$ cat src/rtl/ms_dff_reg_arbiter.sv
// rtl/ms_dff_reg_arbiter.sv - round-robin write arbiter for a shared master-slave D register
//
// Purpose:
//   NREQ requesters share one DATA_W-bit register. A write request is granted in
//   IDLE, its data is latched at the grant edge, the register is loaded during
//   LOAD, and the winner receives a one-cycle ack in ACK. One write completes
//   every three cycles at most.
//
// Ports:
//   clk      in   1            clock, rising edge
//   rst_n    in   1            synchronous reset, active low
//   req      in   NREQ         level write request per requester, held until ack
//   wr_data  in   NREQ*DATA_W  write data, requester i on [i*DATA_W +: DATA_W]
//   ack      out  NREQ         one-cycle write-complete pulse to the winner
//   gnt_id   out  IDX_W        index of the current or last winner
//   busy     out  1            high in LOAD and ACK
//   q        out  DATA_W       shared register value
//   qn       out  DATA_W       complement of q
//
// Configuration:
//   MSREG_FIXED_PRIO_EN  defined: lowest asserted index always wins (no last pointer)
//                        undefined: round-robin starting after the last winner

module ms_dff_reg_arbiter #(
  parameter int NREQ   = 4,
  parameter int DATA_W = 8,
  parameter int IDX_W  = 2
) (
  input  logic                   clk,
  input  logic                   rst_n,
  input  logic [NREQ-1:0]        req,
  input  logic [NREQ*DATA_W-1:0] wr_data,
  output logic [NREQ-1:0]        ack,
  output logic [IDX_W-1:0]       gnt_id,
  output logic                   busy,
  output logic [DATA_W-1:0]      q,
  output logic [DATA_W-1:0]      qn
);

  typedef enum logic [1:0] {
    IDLE = 2'd0,
    LOAD = 2'd1,
    ACK  = 2'd2
  } state_t;

  state_t state;
  state_t state_nxt;

  logic              grant_en;
  logic              load_en;
  logic              ack_en;
  logic              req_any;
  logic [IDX_W-1:0]  pick;
  logic [IDX_W-1:0]  win;
  logic [IDX_W-1:0]  scan_base;
  logic [DATA_W-1:0] data_lat;
  logic [DATA_W-1:0] slices [NREQ];

  // Unpack the flat write-data bus so the winner can be selected by index.
  for (genvar gi = 0; gi < NREQ; gi++) begin : g_slice
    assign slices[gi] = wr_data[gi*DATA_W +: DATA_W];
  end

  assign req_any = |req;

`ifdef MSREG_FIXED_PRIO_EN
  // Scanning from (NREQ-1)+1 wraps to index 0, so the lowest set bit wins.
  assign scan_base = IDX_W'(NREQ - 1);
`else
  logic [IDX_W-1:0] last;

  // Last-winner pointer; reset to NREQ-1 so requester 0 is first in line.
  always_ff @(posedge clk) begin
    if (!rst_n) begin
      last <= IDX_W'(NREQ - 1);
    end else if (ack_en) begin
      last <= win;
    end
  end

  assign scan_base = last;
`endif

  // Winner: first set request bit scanning upward from scan_base+1 with wrap.
  always_comb begin
    logic             found;
    int               sum;
    logic [IDX_W-1:0] idx;
    pick  = '0;
    found = 1'b0;
    sum   = 0;
    idx   = '0;
    for (int off = 1; off <= NREQ; off++) begin
      sum = (int'(scan_base) + off) % NREQ;
      idx = sum[IDX_W-1:0];
      if (!found && req[idx]) begin
        found = 1'b1;
        pick  = idx;
      end
    end
  end

  // State register.
  always_ff @(posedge clk) begin
    if (!rst_n) begin
      state <= IDLE;
    end else begin
      state <= state_nxt;
    end
  end

  // Next state and per-state strobes.
  always_comb begin
    state_nxt = state;
    grant_en  = 1'b0;
    load_en   = 1'b0;
    ack_en    = 1'b0;
    case (state)
      IDLE: begin
        if (req_any) begin
          grant_en  = 1'b1;
          state_nxt = LOAD;
        end
      end
      LOAD: begin
        load_en   = 1'b1;
        state_nxt = ACK;
      end
      ACK: begin
        // A request still high here waits for IDLE, where it is re-arbitrated.
        ack_en    = 1'b1;
        state_nxt = IDLE;
      end
      default: begin
        state_nxt = IDLE;
      end
    endcase
  end

  // Grant capture: winner index and its data are frozen at the grant edge.
  always_ff @(posedge clk) begin
    if (!rst_n) begin
      win      <= '0;
      gnt_id   <= '0;
      data_lat <= '0;
    end else if (grant_en) begin
      win      <= pick;
      gnt_id   <= pick;
      data_lat <= slices[pick];
    end
  end

  // Shared register bank; qn is stored as its own complementary output.
  always_ff @(posedge clk) begin
    if (!rst_n) begin
      q  <= '0;
      qn <= '1;
    end else if (load_en) begin
      q  <= data_lat;
      qn <= ~data_lat;
    end
  end

  assign busy = (state != IDLE);
  assign ack  = ack_en ? (NREQ'(1) << win) : '0;

endmodule
$ cat config.mk
export PLATFORM = sky130hd
export DESIGN_NAME = ms_dff_reg_arbiter
export DESIGN_NICKNAME = d
export VERILOG_FILES = /design/src/rtl/ms_dff_reg_arbiter.sv
export SDC_FILE = /design/constraint.sdc
export NUM_CORES = 1
export LEC_CHECK = 0
export ABC_AREA = 1
export CAP_MARGIN = 20
export CORE_UTILIZATION = 45
export CTS_CLUSTER_SIZE = 28
export DETAILED_ROUTE_END_ITERATION = 8
export PLACE_DENSITY = 0.89
export SLEW_MARGIN = 10
export SYNTH_ARGS = -nofsm -noshare
export SYNTH_HDL_FRONTEND = slang
export SYNTH_SLANG_ARGS = --single-unit
$ cat constraint.sdc
create_clock -name clk -period 2.5 [get_ports clk]
set_clock_uncertainty 0.2 [all_clocks]
set_input_delay 0.375 -clock clk [delete_from_list [all_inputs] [get_ports clk]]
set_output_delay 0.375 -clock clk [all_outputs]
set_load 0.005 [all_outputs]
==> tab_implementation.tex <==
\begin{tabular}{lr}
\hline
Metric & Value \\
\hline
\multicolumn{2}{l}{\textbf{Status}} \\
Run status & complete, no violations \\
\multicolumn{2}{l}{\textbf{Synth}} \\
Share of the yosys chip area belonging to registers & 0.342 \\
Area leader, netlist & dfxtp\_1 \\
Count of distinct cell types in the synthesized netlist & 27 \\
Synthesis Warnings & 0 \\
Most numerous cell types in the synthesized netlist & 59 x nand2\_1, 46 x inv\_1, 43 x nand3\_1, 41 x nor2\_1, 30 x dfxtp\_1 \\
Netlist area before placement & between 1500 and 2000 um\^{}2 \\
Area contributors post-synth & dfxtp\_1 34\%, nand2\_1 13\%, nand3\_1 12\%, inv\_1 9.8\%, nor2\_1 8.8\% \\
Most used standard cell by instance count after synthesis & nand2\_1 \\
Number of nets produced by synthesis & between 300 and 400 \\
Dominant register cell in the synthesized netlist & dfxtp\_1 \\
Area share of the largest cell type after synthesis & 0.342 \\
Gate Count Post-Synth & roughly 270 \\
Number of enable-type register cells in the synthesized netlist & 0 \\
Synthesized flop and latch total & 30 \\
Synth Area per Inst & between 6 and 7 um\^{}2 \\
Async set or reset register ratio after synthesis & 0 \\
\multicolumn{2}{l}{\textbf{Route}} \\
Detail-routed via count per cell & 5.01 \\
Detailed router's first-iteration violation count & 124 \\
Post-DRT Antenna Nets & 0 \\
Detailed Routing Iterations Pass 1 & 5 \\
Post-route DRC & 0 \\
Post-detailed-route wirelength per cell & $\sim$11 um \\
Via total after detailed routing & around 1900 \\
Total Routed Length & between 4000 and 5000 um \\
\multicolumn{2}{l}{\textbf{Global routing}} \\
Global-route total usage across every layer & 0.216 \\
Global-route wire length before repair & 7050 um \\
Number of antenna violations at the first check in global routing & 0 \\
Maximum number of pins on one net before global-route repair & 18 \\
Overflow left after global routing & 0 \\
Number of global-route vias before repair & $\sim$1700 \\
\multicolumn{2}{l}{\textbf{STA}} \\
Setup violation total in the final timing report & 0 \\
Final hold violation count & 0 \\
Fmax & 0.441 GHz \\
Minimum clock period & about 2.3 ns \\
Accumulated negative setup slack & 0 ns \\
Ratio of final minimum period to clock period & 0.906 \\
Transition time of the tightest slew-check pin & about 0.42 ns \\
Unrepaired setup endpoints after global routing & false \\
Relative slew margins & 0.717 \\
Max-slew violations & 0 \\
\multicolumn{2}{l}{\textbf{Final layout}} \\
Antenna cells & 0 \\
Share of post-route cells with drive strength above 1 & 0.0861 \\
Register Area & 601 um\^{}2 \\
Signed area change from the synthesized netlist to the final layout & 43.2\% \\
Final net count & 374 \\
Fill cells & around 330 \\
Finished Cell Area & 2520 um\^{}2 \\
Multi-input combinational cell area & around 930 um\^{}2 \\
\multicolumn{2}{l}{\textbf{Clock network}} \\
Total clock buffers created by CTS & 5 \\
TritonCTS clock tree & done \\
Number of clock sinks & 30 \\
Post-CTS Hold Fix Bufs & 0 \\
Buffer count from post-CTS setup fixing & 0 \\
CTS resizes & 0 \\
Insertion delay of the later-clocked pin in the worst-skew pair & about 0.28 ns \\
H-tree Lvls & 2 \\
Largest buffer count on any clock path & 2 \\
Master cell of the clock root buffer & clkbuf\_8 \\
Clock transition at the registers of the reported paths & 0.06 ns \\
\multicolumn{2}{l}{\textbf{Floorplanning}} \\
Core region area & between 3000 and 4000 um\^{}2 \\
Ports placed on the boundary & 61 \\
Standard-cell rows & 22 \\
Die area & $\sim$4200 um\^{}2 \\
Die Wd & about 65 um \\
Die H & approximately 65 um \\
Effective utilization at floorplan & 0.473 \\
\multicolumn{2}{l}{\textbf{Worst setup path}} \\
Crit path launch type & input port \\
Crit Path Max Fanout & 17 \\
Category of the critical setup timing path & input port to flip-flop \\
Launch point of the worst path & req[2] \\
Worst reg2reg setup slack & about 0.28 ns \\
Crit path capture type & flip-flop \\
Endpoint of the worst setup timing path & data\_lat[7] \\
Depth of the worst register-to-register path & 15 \\
R2r endpoint & data\_lat[7] \\
Worst Path Required & around 2.5 ns \\
Arrival time of the worst setup path & $\sim$2.2 ns \\
Worst flop-to-flop path startpoint & last[0] \\
\multicolumn{2}{l}{\textbf{Placement}} \\
Placer's final routability congestion estimate & roughly 0.86 \\
Total half-perimeter wirelength after legalization and detailed placement & 3290 um \\
Cell area after placement & about 2400 um\^{}2 \\
IO Port Bufs & 60 \\
\multicolumn{2}{l}{\textbf{Pwr}} \\
Pwr per Cell Area & roughly 600 nW/um\^{}2 \\
Leakage power summed over all cells & about 1.3 nW \\
Worst IR drop on VDD & approximately 0.26 mV \\
\multicolumn{2}{l}{\textbf{Flow run}} \\
Total of max-cap violations & 0 \\
\multicolumn{2}{l}{\textbf{Hold path}} \\
Worst Hold Path Cells & 1 \\
Hold Crit Class & flip-flop to flip-flop \\
\hline
\end{tabular}
## critical path: stages
cell and delay [ns]:
clkdlybuf4s50_1 0.46, nand2_1 0.10, nand2_1 0.15, nand2_4 0.13, nand2_4 0.06, nor2_4 0.14, nand2_2 0.09, nand2_4 0.18
nand2_4 0.16, nand2_1 0.09, nand2_1 0.06, nand2_1 0.07, nand2_1 0.06, nand2_1 0.07, nand2_1 0.05
## layout make-up
cell class              instances  share of cell area
multi-input cells             185               0.370
repair buffers                 65               0.258
flip-flops and latches         30               0.239
inverters                      49              0.0731
clock buffers                   7              0.0343
well taps                      48              0.0239
clock inverters                 1             0.00199
## per-layer routing
metal / vias to the layer above / global-route usage / share of wire
li1: 976 / - / -
met1: 870 / 0.238 / 0.44
met2: 69 / 0.396 / 0.49
met3: 13 / 0.0387 / 0.046
met4: 0 / 0.100 / 0.024
met5: - / 0 / 0
## flip-flops by register name, summed over array words and instances, names as in the netlist
| signal | count |
|---|---|
| q | 8 |
| qn | 8 |
| data_lat | 8 |
| last | 2 |
| win | 2 |
| state | 2 |
## cells in the final DEF, fill, tap and decap left out
cell type,Yosys,layout
clkinv_2,0,1
o21bai_1,1,1
nor2_4,1,1
nor2_1,41,41
buf_12,0,1
clkbuf_1,3,1
a21o_1,8,8
nand3_1,43,43
o21ai_4,1,1
nand2_2,3,3
nand4_1,2,2
nand2_4,6,6
nand3_2,1,1
nand4_4,1,1
o211ai_1,2,2
a21oi_1,1,1
inv_2,2,2
o21ai_0,10,10
nand2_1,59,59
clkinv_1,1,1
buf_4,2,4
inv_1,46,46
a21oi_4,1,1
dfxtp_1,30,30
nor4_1,2,2
clkdlybuf4s50_1,0,60
clkbuf_8,0,6
o21ai_2,1,1
nand3b_1,1,1
## power by group
group	internal, W	total [W]	switching, W	leakage (nW)
clock network	0.000221	0.000391	0.000170	0.0482
registers	0.000542	0.000580	0.0000386	0.248
logic	0.000250	0.000539	0.000289	0.966
## per-stage QoR
stage	utilization	setup WS, ns	hold WS [ns]	instances	total power (W)
finish	0.677	0.234	0.255	385	0.00151
global route	0.677	0.0614	0.275	385	0.00160
CTS	0.677	0.254	0.257	385	0.00151
detailed placement	0.653	0.000791	0.243	377	0.00112
global placement	0.653	0.0954	0.237	377	0.00110
floorplan	-	0.607	0.251	271	0.000922
## logic make-up after synthesis
logic type,synth area share
simple gates,0.428
buf+inv,0.129
flops,0.342
compound gates,0.102
## worst min-delay path by stage
stage | from | end | slack, ns
detailed placement | qn[6] | qn[6] | 0.24
global placement | qn[7] | qn[7] | 0.24
finish | qn[5] | qn[5] | 0.25
CTS | qn[6] | qn[6] | 0.26
global route | qn[5] | qn[5] | 0.27
floorplan | qn[0] | qn[0] | 0.25
No activity file was read; power rests on OpenSTA's default activity.
==> RTL change 1 (same settings) <==
Add a define of `MSREG_FIXED_PRIO_EN`.
--- a/src/rtl/ms_dff_reg_arbiter.sv
+++ b/src/rtl/ms_dff_reg_arbiter.sv
@@ -20,6 +20,8 @@
 // Configuration:
 //   MSREG_FIXED_PRIO_EN  defined: lowest asserted index always wins (no last pointer)
 //                        undefined: round-robin starting after the last winner
+
+`define MSREG_FIXED_PRIO_EN
 
 module ms_dff_reg_arbiter #(
   parameter int NREQ   = 4,
Behaviour: not the same (a bounded check fails within 10 cycles, from zero or initial values and one cycle with rst_n low).
==> RTL change 1 against the unedited design <==
  * Wire length shrank 32%
  * Synthesized cell count shrank 20%
  * Setup slack gained 0.14 ns
  * Power shrank 30%
  * Critical path type is now reg -> out
  * Clock power shrank 46%
  * Area after synthesis shrank 18%
  * Sequential cell count shrank 2
  * Final cell count shrank 17%
  * Design area shrank 17%
==> RTL change 1: results <==
[pwr]
internal_power_uw = 758
p_leak_nw = 1.04
peakVddDrop_mv = 0.210
pg_seq_uw = 526

[critical_path]
worstPathArrival_ns = 1.55
slowest_delay_ns = 0.53
path_max_fanout = 5

[cts]
cts.clk_slew.worst_paths_ns = 0.14
numCtsBuffers = 3
cts_htree_levels = 1
insertion_delay_ns = 0.32

[detailed_routing]
wl_per_cell_um = 9.21
initialDrtViolationCount = 47
first_pass_iters = 4

[synth]
synth_commonest_cells = "47 x inv_1, 40 x nand3_1, 36 x nor2_1, 28 x dfxtp_1, 26 x nand2_1"
synth_cell_type_count = 21
synth_top_area_share = 0.388
ys_seq_area_frac = 0.388
synthTopCellsByArea = "dfxtp_1 39%, nand3_1 14%, inv_1 12%"

[global_routing]
grt_pass1_wl_mm = 5.01
grt_start_max_net_pins = 20
first_global_vias = 1228

[cells_and_area]
fill_cells = 285
nets = 313
drive_gt1_frac = 0.0657

[place]
place_hpwl_mm = 2.30
place_congestion = 0.771
place_area_um2 = 2050

[sta]
relSlewSlack = 0.664

[status]
status = "completed"
-- RTL change 1: path summary, 6_finish.rpt --
kind,startpoint,end,slack [ns],depth (start not counted)
hold reg to reg,qn[5],qn[5],0.27,1
setup reg to reg,state[1],data_lat[7],0.88,5
hold / removal,qn[5],qn[5],0.27,1
setup / recovery,win[0],ack[3],0.37,3
-- RTL change 1: metal layers --
| metal | part of all wire | GRT usage | vias up |
|---|---|---|---|
| li1 | - | - | 779 |
| met1 | 0.48 | 0.239 | 619 |
| met2 | 0.47 | 0.315 | 43 |
| met3 | 0.043 | 0.0286 | 4 |
| met4 | 0.011 | 0.0714 | 0 |
| met5 | 0 | 0 | - |
-- RTL change 1: logic make-up after synthesis --
| kind of cell | count (synthesis) | share of synthesized area |
|---|---|---|
| AND/OR/NAND/NOR | 111 | 0.340 |
| buffers and inverters | 56 | 0.162 |
| flip-flops | 28 | 0.388 |
| AO/OA/AOI/OAI | 21 | 0.110 |
-- RTL change 1: critical path: cells and delay by family, from the launching register on --
kind,cells,cell delay [ns]
buffers and inverters,2,0.61
DFF,1,0.44
and+or+nand+nor,1,0.18
-- RTL change 1: final cells by class --
type / instances / area, µm² / area share
timing repair buffer: 60 / 601 / 0.287
multi-input combinational: 132 / 651 / 0.311
clock buffer: 4 / 36.3 / 0.0174
tap: 44 / 55.1 / 0.0263
inverter: 50 / 188 / 0.0898
sequential: 28 / 561 / 0.268
-- RTL change 1: per-stage QoR --
| step | setup WS, ns | cells | power (mW) |
|---|---|---|---|
| 3_5_place_dp | 0.357 | 314 | 0.851 |
| 5_1_grt | 0.250 | 318 | 1.12 |
| 2_1_floorplan | 1.09 | 216 | 0.704 |
| 6_report | 0.374 | 318 | 1.05 |
| 3_3_place_gp | 0.423 | 314 | 0.843 |
| 4_1_cts | 0.346 | 318 | 1.06 |
==> RTL change 2 (same settings) <==
Made on the original files. The 3 states of `state_t` get a one-hot encoding in 3 bits.
--- a/src/rtl/ms_dff_reg_arbiter.sv
+++ b/src/rtl/ms_dff_reg_arbiter.sv
@@ -37,10 +37,10 @@
   output logic [DATA_W-1:0]      qn
 );
 
-  typedef enum logic [1:0] {
-    IDLE = 2'd0,
-    LOAD = 2'd1,
-    ACK  = 2'd2
+  typedef enum logic [2:0] {
+    IDLE = 3'b001,
+    LOAD = 3'b010,
+    ACK  = 3'b100
   } state_t;
 
   state_t state;
Formal check against the unedited RTL: same outputs for any inputs over 10 cycles, from zero or initial values and one cycle with rst_n low; not proved beyond that.
==> RTL change 2 against the unedited design <==
  * Design area increased by 3.1%
  * Sequential power rose by 4.0%
  * Wire length is 3.0% lower
  * Area after synthesis increased by 6.8%
  * Power is 4.7% lower
  * Largest cell class unchanged
  * Sequential cell count grew 1
  * Setup slack improved by 0.054 ns
  * Utilization is 2.9 points lower
  * Maximum frequency rose by 2.4%
  * Hold slack gained 0.0087 ns
  * Critical endpoint is now data_lat[5]
  * Clock power down 3%
  * Critical path depth fell by 1
==> RTL change 2: results <==
[global_routing]
globalRouteMet1Util = 0.239
first_global_vias = 1742
grt_use_total = 0.206
grt.met2_usage = 0.372

[cells_and_area]
drive_gt1_frac = 0.133
fill_cells = 350
nets = 377

[detailed_routing]
drt_wl_total_mm = 4.19
wl_per_cell_um = 10.8
first_pass_iters = 4
initialDrtViolationCount = 74

[critical_path]
start_kind = "register"
crit_path_top_delay_cell = "dfxtp_1"
worstPathArrival_ns = 2.18

[pwr]
peakVddDrop_mv = 0.478
p_leak_nw = 1.27

[synth]
synthTopCellsByArea = "dfxtp_1 33%, nand2_1 11%, nand3_1 10%"
synth_commonest_cells = "56 x nand2_1, 44 x inv_1, 38 x nand3_1, 38 x nor2_1, 31 x dfxtp_1"
avgSynthCellArea_um2 = 6.85
synth_nets = 312

[cts]
cts_resized = 0
numCtsBuffers = 5

[place]
place_hpwl_mm = 3.38
place_congestion = 0.853
dp_slack_ns = 0.0718

[status]
status = "completed"

[sta]
fin_crit_sh = 0.885
-- RTL change 2: kinds of logic after synthesis --
kind of cell           after synthesis  synth area share
flip-flops                          31             0.331
buffers and inverters               54             0.133
AO/OA/AOI/OAI                       24            0.0960
AND/OR/NAND/NOR                    165             0.440
-- RTL change 2: where the power goes --
part | internal, mW | switching [mW]
sequential | 0.562 | 0.0415
clock | 0.215 | 0.165
combinational | 0.225 | 0.231
-- RTL change 2: worst paths after layout --
| check | start | to | depth (start not counted) |
|---|---|---|---|
| setup / recovery | last[0] | data_lat[5] | 14 |
| hold / removal | qn[5] | qn[5] | 1 |
| setup reg to reg | last[0] | data_lat[5] | 14 |
| hold reg to reg | qn[5] | qn[5] | 1 |
-- RTL change 2: area by class of cell --
cell class	instances	area share
multi-input combinational	189	0.388
timing repair buffer	66	0.249
sequential	31	0.239
inverter	46	0.0665
clock buffer	6	0.0318
tap	50	0.0241
clock inverter	1	0.00193
-- RTL change 2: through the flow --
step / power [mW] / area (µm²) / hold WS [ns]
after floorplan: 0.888 / 1880 / 0.251
after global placement: 1.06 / 2510 / 0.238
after detailed placement: 1.07 / 2510 / 0.249
after CTS: 1.44 / 2590 / 0.263
after global routing: 1.53 / 2590 / 0.283
final: 1.44 / 2590 / 0.263
-- RTL change 2: critical path: cells and delay by family (launching register included) --
| family | cells | cell delay, ns |
|---|---|---|
| simple gates | 10 | 0.92 |
| flops | 1 | 0.49 |
| buf+inv | 3 | 0.40 |
| compound gates | 1 | 0.11 |
-- RTL change 2: layer usage --
layer  routed length [µm]  up-vias  part of all wire
met4                   76        0             0.018
met2                 2110       62              0.50
met5                    0        -                 0
met3                  202        8             0.048
met1                 1800      859              0.43
li1                     -      981                 -
